==> config.mk <==
export PLATFORM = sky130hd
export DESIGN_NAME = change_dispenser_ctrl
export DESIGN_NICKNAME = d
export VERILOG_FILES = /design/src/rtl/vending_pkg.sv /design/src/rtl/coin_eject_timer.sv /design/src/rtl/change_dispenser_ctrl.sv
export SDC_FILE = /design/constraint.sdc
export NUM_CORES = 1
export LEC_CHECK = 0
export CORE_ASPECT_RATIO = 0.6
export CORE_UTILIZATION = 52
export DETAILED_ROUTE_END_ITERATION = 10
export PLACE_DENSITY = 0.79
export SKIP_LAST_GASP = 1
export SYNTH_ARGS = -nofsm -noshare
export SYNTH_HDL_FRONTEND = slang
export SYNTH_SLANG_ARGS = --single-unit
==> constraint.sdc <==
create_clock -name clk -period 2.3 [get_ports clk]
set_input_delay 0.46 -clock clk [delete_from_list [all_inputs] [get_ports clk]]
set_output_delay 0.46 -clock clk [all_outputs]
set_load 0.03 [all_outputs]
==> src/rtl/vending_pkg.sv <==
// Shared constants and types for the change dispenser: coin values, the
// largest payable amount, FSM states and the coin selector.
package vending_pkg;

  localparam logic [8:0] NICKEL     = 9'd5;
  localparam logic [8:0] DIME       = 9'd10;
  localparam logic [8:0] QUARTER    = 9'd25;
  localparam logic [8:0] MAX_CHANGE = 9'd500;

  typedef enum logic [2:0] {IDLE, SELECT, EJECT, WAIT_ACK, FIN} state_e;
  typedef enum logic [1:0] {COIN_NONE, COIN_N, COIN_D, COIN_Q} coin_e;

  function automatic logic [8:0] coin_value(input coin_e c);
    case (c)
      COIN_Q:  return QUARTER;
      COIN_D:  return DIME;
      COIN_N:  return NICKEL;
      default: return 9'd0;
    endcase
  endfunction

  // Bit order {quarter, dime, nickel}; shared by eject lines and jam flags.
  function automatic logic [2:0] coin_mask(input coin_e c);
    case (c)
      COIN_Q:  return 3'b100;
      COIN_D:  return 3'b010;
      COIN_N:  return 3'b001;
      default: return 3'b000;
    endcase
  endfunction

endpackage

==> src/rtl/coin_eject_timer.sv <==
// Eject pulse-width counter and post-pulse ack timeout counter. Each counter
// runs while its enable is high and clears as soon as the enable drops.
module coin_eject_timer #(
  parameter int PULSE_CYCLES = 4,
  parameter int ACK_TIMEOUT  = 1000
) (
  input  logic clk,
  input  logic rst_n,
  input  logic pulse_en_i,
  input  logic wait_en_i,
  output logic pulse_last_o,
  output logic timeout_o
);

  localparam int PW = $clog2(PULSE_CYCLES + 1);
  localparam int AW = $clog2(ACK_TIMEOUT + 1);
  localparam logic [PW-1:0] PULSE_LAST = PW'(PULSE_CYCLES - 1);
  localparam logic [AW-1:0] ACK_LAST   = AW'(ACK_TIMEOUT - 1);

  logic [PW-1:0] pulse_cnt_q, pulse_cnt_d;
  logic [AW-1:0] wait_cnt_q, wait_cnt_d;

  always_comb begin
    pulse_cnt_d = pulse_en_i ? pulse_cnt_q + 1'b1 : '0;
    wait_cnt_d  = wait_en_i  ? wait_cnt_q + 1'b1  : '0;
  end

  always_ff @(posedge clk) begin
    if (!rst_n) begin
      pulse_cnt_q <= '0;
      wait_cnt_q  <= '0;
    end else begin
      pulse_cnt_q <= pulse_cnt_d;
      wait_cnt_q  <= wait_cnt_d;
    end
  end

  assign pulse_last_o = pulse_en_i && (pulse_cnt_q == PULSE_LAST);
  assign timeout_o    = wait_en_i  && (wait_cnt_q  == ACK_LAST);

endmodule

==> src/rtl/change_dispenser_ctrl.sv <==
// Greedy coin-change dispenser: picks quarter/dime/nickel each round, pulses
// the hopper, waits for its ack, and marks a coin jammed when no ack arrives.
module change_dispenser_ctrl
  import vending_pkg::*;
#(
  parameter int PULSE_CYCLES = 4,
  parameter int ACK_TIMEOUT  = 1000
) (
  input  logic       clk,
  input  logic       rst_n,
  input  logic       start,
  input  logic [8:0] amount,
  input  logic       coin_ack,
  input  logic       empty_q,
  input  logic       empty_d,
  input  logic       empty_n,
  output logic       eject_q,
  output logic       eject_d,
  output logic       eject_n,
  output logic       busy,
  output logic       done,
  output logic       error,
  output logic [8:0] remaining,
  output logic [6:0] coin_count
);

  state_e     state_q, state_d;
  coin_e      sel_q, sel_d;
  logic [8:0] rem_q, rem_d;
  logic [6:0] cnt_q, cnt_d;
  logic [2:0] jam_q, jam_d;
  logic       acked_q, acked_d;
  logic       pulse_last, timeout;

  coin_eject_timer #(
    .PULSE_CYCLES(PULSE_CYCLES),
    .ACK_TIMEOUT (ACK_TIMEOUT)
  ) u_timer (
    .clk         (clk),
    .rst_n       (rst_n),
    .pulse_en_i  (state_q == EJECT),
    .wait_en_i   (state_q == WAIT_ACK),
    .pulse_last_o(pulse_last),
    .timeout_o   (timeout)
  );

  always_comb begin
    state_d = state_q;
    sel_d   = sel_q;
    rem_d   = rem_q;
    cnt_d   = cnt_q;
    jam_d   = jam_q;
    acked_d = acked_q;
    case (state_q)
      IDLE: if (start) begin
        rem_d   = amount;
        cnt_d   = '0;
        jam_d   = '0;
        sel_d   = COIN_NONE;
        state_d = SELECT;
      end
      SELECT: begin
        acked_d = 1'b0;
        sel_d   = COIN_NONE;
        state_d = FIN;
        if (rem_q <= MAX_CHANGE) begin
          if (rem_q >= QUARTER && !empty_q && !jam_q[2]) begin
            sel_d = COIN_Q; state_d = EJECT;
          end else if (rem_q >= DIME && !empty_d && !jam_q[1]) begin
            sel_d = COIN_D; state_d = EJECT;
          end else if (rem_q >= NICKEL && !empty_n && !jam_q[0]) begin
            sel_d = COIN_N; state_d = EJECT;
          end
        end
      end
      EJECT: begin
        // An early ack is banked but the pulse always runs to full width.
        if (coin_ack && !acked_q) begin
          rem_d   = rem_q - coin_value(sel_q);
          cnt_d   = cnt_q + 7'd1;
          acked_d = 1'b1;
        end
        if (pulse_last)
          state_d = (acked_q || coin_ack) ? SELECT : WAIT_ACK;
      end
      WAIT_ACK: begin
        if (coin_ack) begin
          rem_d   = rem_q - coin_value(sel_q);
          cnt_d   = cnt_q + 7'd1;
          state_d = SELECT;
        end else if (timeout) begin
          jam_d   = jam_q | coin_mask(sel_q);
          state_d = SELECT;
        end
      end
      FIN:     state_d = IDLE;
      default: state_d = IDLE;
    endcase
  end

  always_ff @(posedge clk) begin
    if (!rst_n) begin
      state_q <= IDLE;
      sel_q   <= COIN_NONE;
      rem_q   <= '0;
      cnt_q   <= '0;
      jam_q   <= '0;
      acked_q <= 1'b0;
    end else begin
      state_q <= state_d;
      sel_q   <= sel_d;
      rem_q   <= rem_d;
      cnt_q   <= cnt_d;
      jam_q   <= jam_d;
      acked_q <= acked_d;
    end
  end

  assign {eject_q, eject_d, eject_n} = (state_q == EJECT) ? coin_mask(sel_q) : 3'b000;
  assign busy       = (state_q != IDLE);
  assign done       = (state_q == FIN);
  assign error      = done && (rem_q != 9'd0);
  assign remaining  = rem_q;
  assign coin_count = cnt_q;

endmodule

==> flow_summary.ini, run 1 <==
[status]
status = finished with violations
failed_checks = design-rule violations

[die]
die_area_mm2 = 0.004321
start_util_pct = 56.00
core_area_mm2 = 0.003765
design.portCount = 38
fp-row-count = 17
fp.dieH_um = 51.32
die_x_um = 84.20

[routing]
drtIter0Drc = 169
wl_per_cell_um = 15.22
firstDrtPassIters = 7
drt-total-wl_um = 5387
vias = 2075
drc_errors = 2
via_per_inst = 5.862
ant_nets = 0

[cells_and_area]
fin_nets = 332
antenna_cells = 0
syn_to_final_growth_pct = 29.26
final_cells = 354
final_common_cell = dfxtp_1
mostFrequentLayoutCells = 38 x dfxtp_1, 33 x clkdlybuf4s50_1, 32 x nor2_1
drive_gt1_share_pct = 13.03

[timing]
maxSlewHeadroom_pct = 57.73
max_freq_mhz = 453.2
finalClockSkew_ns = 0.003762
min_period_ns = 2.207
rsz0062_at_grt = false
setup_tns_ns = 0
setup_viol = 0
worst_slack_ns = 0.09337
holdWs_ns = 0.4256
finalHoldViolations = 0
drv_slew = 0
worst_slew_pin_slew_ns = 0.6327
period_share_pct = 95.94

[placement]
dp_hpwl_um = 3958
place_ws_ns = -0.01864
gp_congestion = 0.9184
place_inst = 346
numPortBuffers = 37

[clocking]
cts_tree = done
hold_buffers = 0
cts_resized = 5
cts_setup_buffers = 0
cts.sinks = 38
root_buffer = clkbuf_8
clk_path_buf_depth = 2
clock_latency_ns = 0.29
htreeDepth = 2
cts_buffers = 5
clkSlewWorstSetupHoldPaths_ns = 0.08

[global_routing]
use_met3_pct = 6.139
antenna_found_initial = 0
grt-ovfl-total = 0
grt_pass1_wl_um = 9266
top_usage_layer = met1
grt_usage_pct = 27.75
grt_pass1_vias = 1880
grt_use_met1_pct = 42.15
grt_max_degree = 14
grtUsageMet2_pct = 37.43

[setup_path]
worstPathMaxFanout = 2
cp.required_ns = 1.84
timing.critical_path.buf_inv = 1
crit_family = simple AND/OR/NAND/NOR gates
worstPathArrival_ns = 1.75
worstSetupPathType = flip-flop to primary output
regToRegSetupSlack_ns = 0.18
cpMaxStageDelayCell = or4_4
worstPathCellList = or4_4 -> o41a_2 -> buf_2
crit_path_start_kind = flip-flop
end_kind = primary output
max_stage_delay_ns = 0.53

[synthesis]
syn_inst = 253
synth.net_count = 279
synth_top_area_share_pct = 36.08
seq_area_frac_synth_pct = 36.08
syn_area_per_cell_um2 = 8.333
yosys_warnings = 0
synthArstFlopShare_pct = 0
synth.cell_area_mm2 = 0.002108
synth-seq-cells = 38
ys_top_cells_by_area = dfxtp_1 36%, nor2_1 5.7%, ha_1 5.3%, a21oi_1 3.6%, o21ai_0 3.6%
synth_edf_count = 0
yosys.area.top_type = dfxtp_1
synth.distinct_cells = 49
synth_flop_cell = dfxtp_1

[worst_hold_path]
hold_path.class = flip-flop to flip-flop

[power]
power.leakage_uw = 0.0009745
ir_drop_mv = 0.5964
power_density_mw_per_mm2 = 953.0

[run]
maxCapViolCount = 0
final timing paths:
check / depth (start not counted) / from / end
setup / recovery: 3 / remaining[5] / error
hold / removal: 1 / u_timer.pulse_cnt_q[0] / u_timer.pulse_cnt_q[0]
setup reg to reg: 8 / sel_q[1] / remaining[8]
hold reg to reg: 1 / u_timer.pulse_cnt_q[0] / u_timer.pulse_cnt_q[0]
routing by layer:
| metal | up-vias | part of all wire (%) |
|---|---|---|
| met1 | 973 | 52 |
| met4 | 0 | 1.3 |
| li1 | 1029 | - |
| met3 | 7 | 7.6 |
| met2 | 66 | 39 |
| met5 | - | 0 |
power by group:
part / switching (uW) / internal (uW) / leakage [uW]
Combinational: 737 / 545 / 0.000619
Sequential: 96.8 / 733 / 0.000309
Clock: 245 / 241 / 0.0000472
Total: 1080 / 1520 / 0.000975
per-stage QoR:
step           total power, uW  util (%)  instance area [um^2]
2_1_floorplan             1653         -                  2113
3_3_place_gp              2080     69.99                  2635
3_5_place_dp              2099     69.99                  2635
4_1_cts                   2582     72.38                  2725
5_1_grt                   2766     72.38                  2725
6_report                  2597     72.38                  2725
cells in the mapped netlist (3+ instances only):
cell / n
o21a_1: 8
buf_2: 4
nand4_1: 7
nor2_1: 32
or3_1: 8
nand2b_1: 4
a21oi_1: 15
nand2_1: 14
o31a_1: 4
o21ai_0: 15
o31ai_1: 3
xnor2_1: 7
dfxtp_1: 38
xor2_1: 4
nand3_1: 8
clkbuf_1: 4
nor3_1: 9
nor2b_1: 4
ha_1: 9
inv_1: 9
a211oi_1: 9
nor4b_1: 4
sequential cells by signal, summed over array words and instances, names as in the netlist:
register,flops
u_timer.wait_cnt_q,10
remaining,9
coin_count,7
jam_q,3
state_q,3
u_timer.pulse_cnt_q,3
sel_q,2
acked_q,1
kinds of logic (layout without fill, tap and decap cells):
logic type / Yosys count / count (layout) / synth area share [%]
compound gates: 72 / 72 / 24.10
xor+xnor: 11 / 11 / 4.570
fa+ha+maj: 10 / 10 / 6.291
buf+inv: 20 / 74 / 3.798
flops: 38 / 38 / 36.08
mux: 1 / 1 / 0.4748
simple gates: 101 / 101 / 24.69
final cells by class:
class | count | area [um^2]
Inverter | 10 | 37.54
Clock buffer | 6 | 82.58
Fill cell | 307 | 1040
Multi-Input combinational cell | 195 | 1272
Timing Repair Buffer | 56 | 500.5
Clock inverter | 2 | 12.51
Tap cell | 47 | 58.81
Sequential cell | 38 | 760.7
(Power assumes the default switching activity.)
==> run 2: changes to the inputs <==
--- a/config.mk
+++ b/config.mk
@@ -6,9 +6,9 @@
 export NUM_CORES = 1
 export LEC_CHECK = 0
 export CORE_ASPECT_RATIO = 0.6
-export CORE_UTILIZATION = 52
+export CORE_UTILIZATION = 45
 export DETAILED_ROUTE_END_ITERATION = 10
-export PLACE_DENSITY = 0.79
+export PLACE_DENSITY = 0.7
 export SKIP_LAST_GASP = 1
 export SYNTH_ARGS = -nofsm -noshare
 export SYNTH_HDL_FRONTEND = slang
==> flow_summary.ini, run 2 (same netlist as run 1, synthesis figures left out) <==
[timing]
worst_slack_ns = 0.08307
worst_slew_pin_slew_ns = 0.5890
rsz0062_at_grt = false
setup_viol = 0
max_freq_mhz = 451.1
min_period_ns = 2.217
drv_slew = 0
setup_tns_ns = 0
period_share_pct = 96.39
holdWs_ns = 0.4283
finalHoldViolations = 0
maxSlewHeadroom_pct = 60.22
finalClockSkew_ns = 0.005173

[placement]
gp_congestion = 0.9496
place_ws_ns = -0.02156
numPortBuffers = 37
dp_hpwl_um = 4087
place_inst = 358

[die]
core_area_mm2 = 0.004302
die_x_um = 90.37
die_area_mm2 = 0.004972
fp.dieH_um = 55.02
design.portCount = 38
fp-row-count = 18
start_util_pct = 49.01

[clocking]
clkSlewWorstSetupHoldPaths_ns = 0.08
clk_path_buf_depth = 2
htreeDepth = 2
clock_latency_ns = 0.29
hold_buffers = 0
cts.sinks = 38
cts_buffers = 5
cts_tree = done
root_buffer = clkbuf_8

[power]
p_sw_uw = 1070
clkPwrFrac_pct = 18.8
power_frac_comb_pct = 49.0
intPower_uw = 1512
ir_drop_mv = 0.5463
power.leakage_uw = 0.0009707
power_density_mw_per_mm2 = 944.3
p_total_uw = 2583
swShare_pct = 41.44
seqPwrFrac_pct = 32.3

[cells_and_area]
final_cells = 366
largest_register_ffs = 10
drive_gt1_share_pct = 13.07
mostFrequentLayoutCells = 37 x dfxtp_1, 33 x clkdlybuf4s50_1, 32 x nor2_1
largest_register = u_timer.wait_cnt_q
fin_nets = 331
syn_to_final_growth_pct = 29.73
antenna_cells = 0
final_common_cell = dfxtp_1

[routing]
ant_nets = 0
via_per_inst = 5.536
vias = 2026
wl_per_cell_um = 14.71
drt-total-wl_um = 5385
firstDrtPassIters = 4
drc_errors = 0
drtIter0Drc = 137

[setup_path]
worstPathArrival_ns = 1.76
worstPathMaxFanout = 2
end_kind = primary output
cp.required_ns = 1.84
worstSetupPathType = flip-flop to primary output
crit_path_start_kind = flip-flop

[global_routing]
antenna_found_initial = 0
grt_max_degree = 14
grt_pass1_wl_um = 8431
grt_pass1_vias = 1619
grt-ovfl-total = 0
grt_usage_pct = 22.62

[run]
maxCapViolCount = 0

[status]
status = finished clean

[worst_hold_path]
hold_path.class = flip-flop to flip-flop
## run 2: cell count changes in the layout (fill, tap and decap cells not counted)
cell	change
dfxtp_2	+1
dfxtp_1	-1
buf_4	-1
## run 2: critical path, stage by stage, from the launching register on
cell and delay (ns):
dfxtp_1 0.31, or4_4 0.54, o41a_2 0.43, buf_2 0.18
## run 2: repair_timing
item,4_1_cts,5_1_grt
buffers inserted,0,0
setup endpoints to repair,1,2
gates resized for setup,5,1
## run 2: metal layers
layer | wire length, um | global-route usage, %
met1 | 2841 | 34.83
met2 | 2022 | 30.03
met3 | 467 | 5.738
met4 | 54 | 6.452
met5 | 0 | 0
## run 2: through the flow
step	area (um^2)	util (%)
after global placement	2644	61.46
after floorplan	2113	-
after CTS	2734	63.55
final	2735	63.58
after global routing	2735	63.58
after detailed placement	2644	61.46
## run 2: path summary, 6_finish.rpt
check                         startpoint                endpoint  cells after the start  slack (ns)
setup / recovery            remaining[5]                   error                      3        0.08
hold / removal    u_timer.pulse_cnt_q[0]  u_timer.pulse_cnt_q[0]                      1        0.43
setup reg to reg                sel_q[0]            remaining[8]                      7        0.15
hold reg to reg   u_timer.pulse_cnt_q[0]  u_timer.pulse_cnt_q[0]                      1        0.43
## run 2: power groups by stage
stage                     Clock, uW  Combinational, uW  Sequential, uW
after detailed placement          0               1240             847
after floorplan                   0                728             925
after global placement            0               1230             845
after CTS                       496               1250             831
final                           485               1260             834
after global routing            523               1360             848
## run 2: area by class of cell
type / count / area, um^2
multi-input cells: 195 / 1272
clock inverters: 2 / 12.51
repair buffers: 55 / 493.0
fillers: 381 / 1567
flip-flops and latches: 38 / 762.0
inverters: 10 / 37.54
well taps: 60 / 75.07
clock buffers: 6 / 82.58
==> run 3: changes to the inputs <==
--- a/config.mk
+++ b/config.mk
@@ -5,7 +5,6 @@
 export SDC_FILE = /design/constraint.sdc
 export NUM_CORES = 1
 export LEC_CHECK = 0
-export CORE_ASPECT_RATIO = 0.6
 export CORE_UTILIZATION = 45
 export DETAILED_ROUTE_END_ITERATION = 10
 export PLACE_DENSITY = 0.7
==> flow_summary.ini, run 3 (same netlist as run 1, synthesis figures left out) <==
[status]
status = finished clean

[die]
die_area_mm2 = 0.004963
die_x_um = 70.45
fp-row-count = 24
start_util_pct = 47.76
design.portCount = 38
core_area_mm2 = 0.004414
fp.dieH_um = 70.45

[power]
seqPwrFrac_pct = 29.9
clkPwrFrac_pct = 25.2
p_total_uw = 2808
swShare_pct = 38.00
power_density_mw_per_mm2 = 1015
p_sw_uw = 1067
power.leakage_uw = 0.0009904
ir_drop_mv = 0.5537
intPower_uw = 1741
power_frac_comb_pct = 44.9

[global_routing]
grt-ovfl-total = 0
grt_pass1_vias = 2038
grt_max_degree = 16
antenna_found_initial = 0
grt_pass1_wl_um = 9370
grt_usage_pct = 23.84

[setup_path]
worstSetupPathType = flip-flop to primary output
worstPathArrival_ns = 1.76
cp.required_ns = 1.84
crit_path_start_kind = flip-flop
r2r_cells = 7
worstReg2RegStart = sel_q[0]
crit-reg2reg-capture = remaining[8]
worstPathMaxFanout = 2
end_kind = primary output
regToRegSetupSlack_ns = 0.12

[placement]
place_ws_ns = -0.02358
gp_congestion = 0.8629
dp_hpwl_um = 4049
numPortBuffers = 37
place_area_mm2 = 0.002626

[timing]
min_period_ns = 2.221
finalHoldViolations = 0
period_share_pct = 96.55
drv_slew = 0
rsz0062_at_grt = false
worst_slew_pin_slew_ns = 0.7509
worst_slack_ns = 0.07943
holdWs_ns = 0.4252
setup_viol = 0
finalClockSkew_ns = 0.01050
maxSlewHeadroom_pct = 49.75
setup_tns_ns = 0
max_freq_mhz = 450.3

[cells_and_area]
fin_nets = 330
antenna_cells = 0
syn_to_final_growth_pct = 31.28
largest_register = u_timer.wait_cnt_q
final_common_cell = dfxtp_1
mostFrequentLayoutCells = 37 x dfxtp_1, 33 x clkdlybuf4s50_1, 32 x nor2_1
drive_gt1_share_pct = 13.11
fillers = 404
finalInstanceArea_mm2 = 0.002768
largest_register_ffs = 10

[worst_hold_path]
hold_depth = 1
holdPathEnd = u_timer.pulse_cnt_q[0]
hold_path.class = flip-flop to flip-flop
hold_start = u_timer.pulse_cnt_q[0]

[routing]
drtIter0Drc = 118
wl_per_cell_um = 15.12
drt-total-wl_um = 5399
firstDrtPassIters = 4
via_per_inst = 5.798
ant_nets = 0
vias = 2070
drc_errors = 0

[clocking]
root_buffer = clkbuf_8
clkSlewWorstSetupHoldPaths_ns = 0.08
clock_latency_ns = 0.30
clk_path_buf_depth = 2
cts_setup_buffers = 0
cts_buffers = 5
htreeDepth = 2
cts_tree = done
cts.sinks = 38

[run]
maxCapViolCount = 0
-- run 3: changes by cell type in the layout (fill, tap and decap cells not counted) --
cell        change
nand2b_2        +1
buf_4           -1
bufinv_16       +2
clkinvlp_4      -1
clkinv_2        -1
nand2b_1        -1
-- run 3: worst max-delay path, stage by stage, from the launching register on --
cell and delay [ns]:
dfxtp_1 0.32, or4_4 0.53, o41a_2 0.43, buf_2 0.18
-- run 3: cell type report --
class	instances	area [um^2]	area share [%]
clock buffers	6	82.58	2.984
clock inverters	2	60.06	2.170
inverters	10	37.54	1.356
multi-input cells	195	1275	46.07
flip-flops and latches	38	762.0	27.53
well taps	52	65.06	2.351
repair buffers	54	485.5	17.54
-- run 3: worst max-delay path by stage --
stage                       startpoint      endpoint  slack, ns  cells after the start
after floorplan           remaining[0]  remaining[8]       0.24                      8
after global placement    remaining[5]         error     -0.006                      3
after detailed placement      coin_ack  remaining[8]      -0.02                      5
after CTS                 remaining[5]         error       0.07                      3
after global routing          sel_q[0]  remaining[8]       0.03                      7
final                     remaining[5]         error       0.08                      3
-- run 3: layer usage --
layer | vias to the layer above | track usage, % | wire, um | share of wire (%)
met2 | 63 | 38.52 | 2509 | 46
met3 | 7 | 5.051 | 316 | 5.9
met5 | - | 0 | 0 | 0
met1 | 976 | 30.92 | 2501 | 46
li1 | 1024 | - | - | -
met4 | 0 | 9.111 | 71 | 1.3
-- run 3: per-stage QoR --
stage	util [%]	cells
finish	62.70	357
global route	62.70	357
CTS	62.61	357
detailed placement	59.50	349
global placement	59.50	349
floorplan	-	253
-- run 3: power by group through the flow --
stage / clock network (uW) / logic, uW / registers, uW
2_1_floorplan: 0 / 728 / 925
3_3_place_gp: 0 / 1230 / 846
3_5_place_dp: 0 / 1250 / 849
4_1_cts: 722 / 1250 / 837
5_1_grt: 754 / 1380 / 854
6_report: 709 / 1260 / 839
-- run 3: repair_timing --
action | in CTS | in global routing
gates resized for setup | 5 | 2
pin swaps | 0 | 0
setup endpoints to repair | 1 | 4
hold buffers | 0 | 0
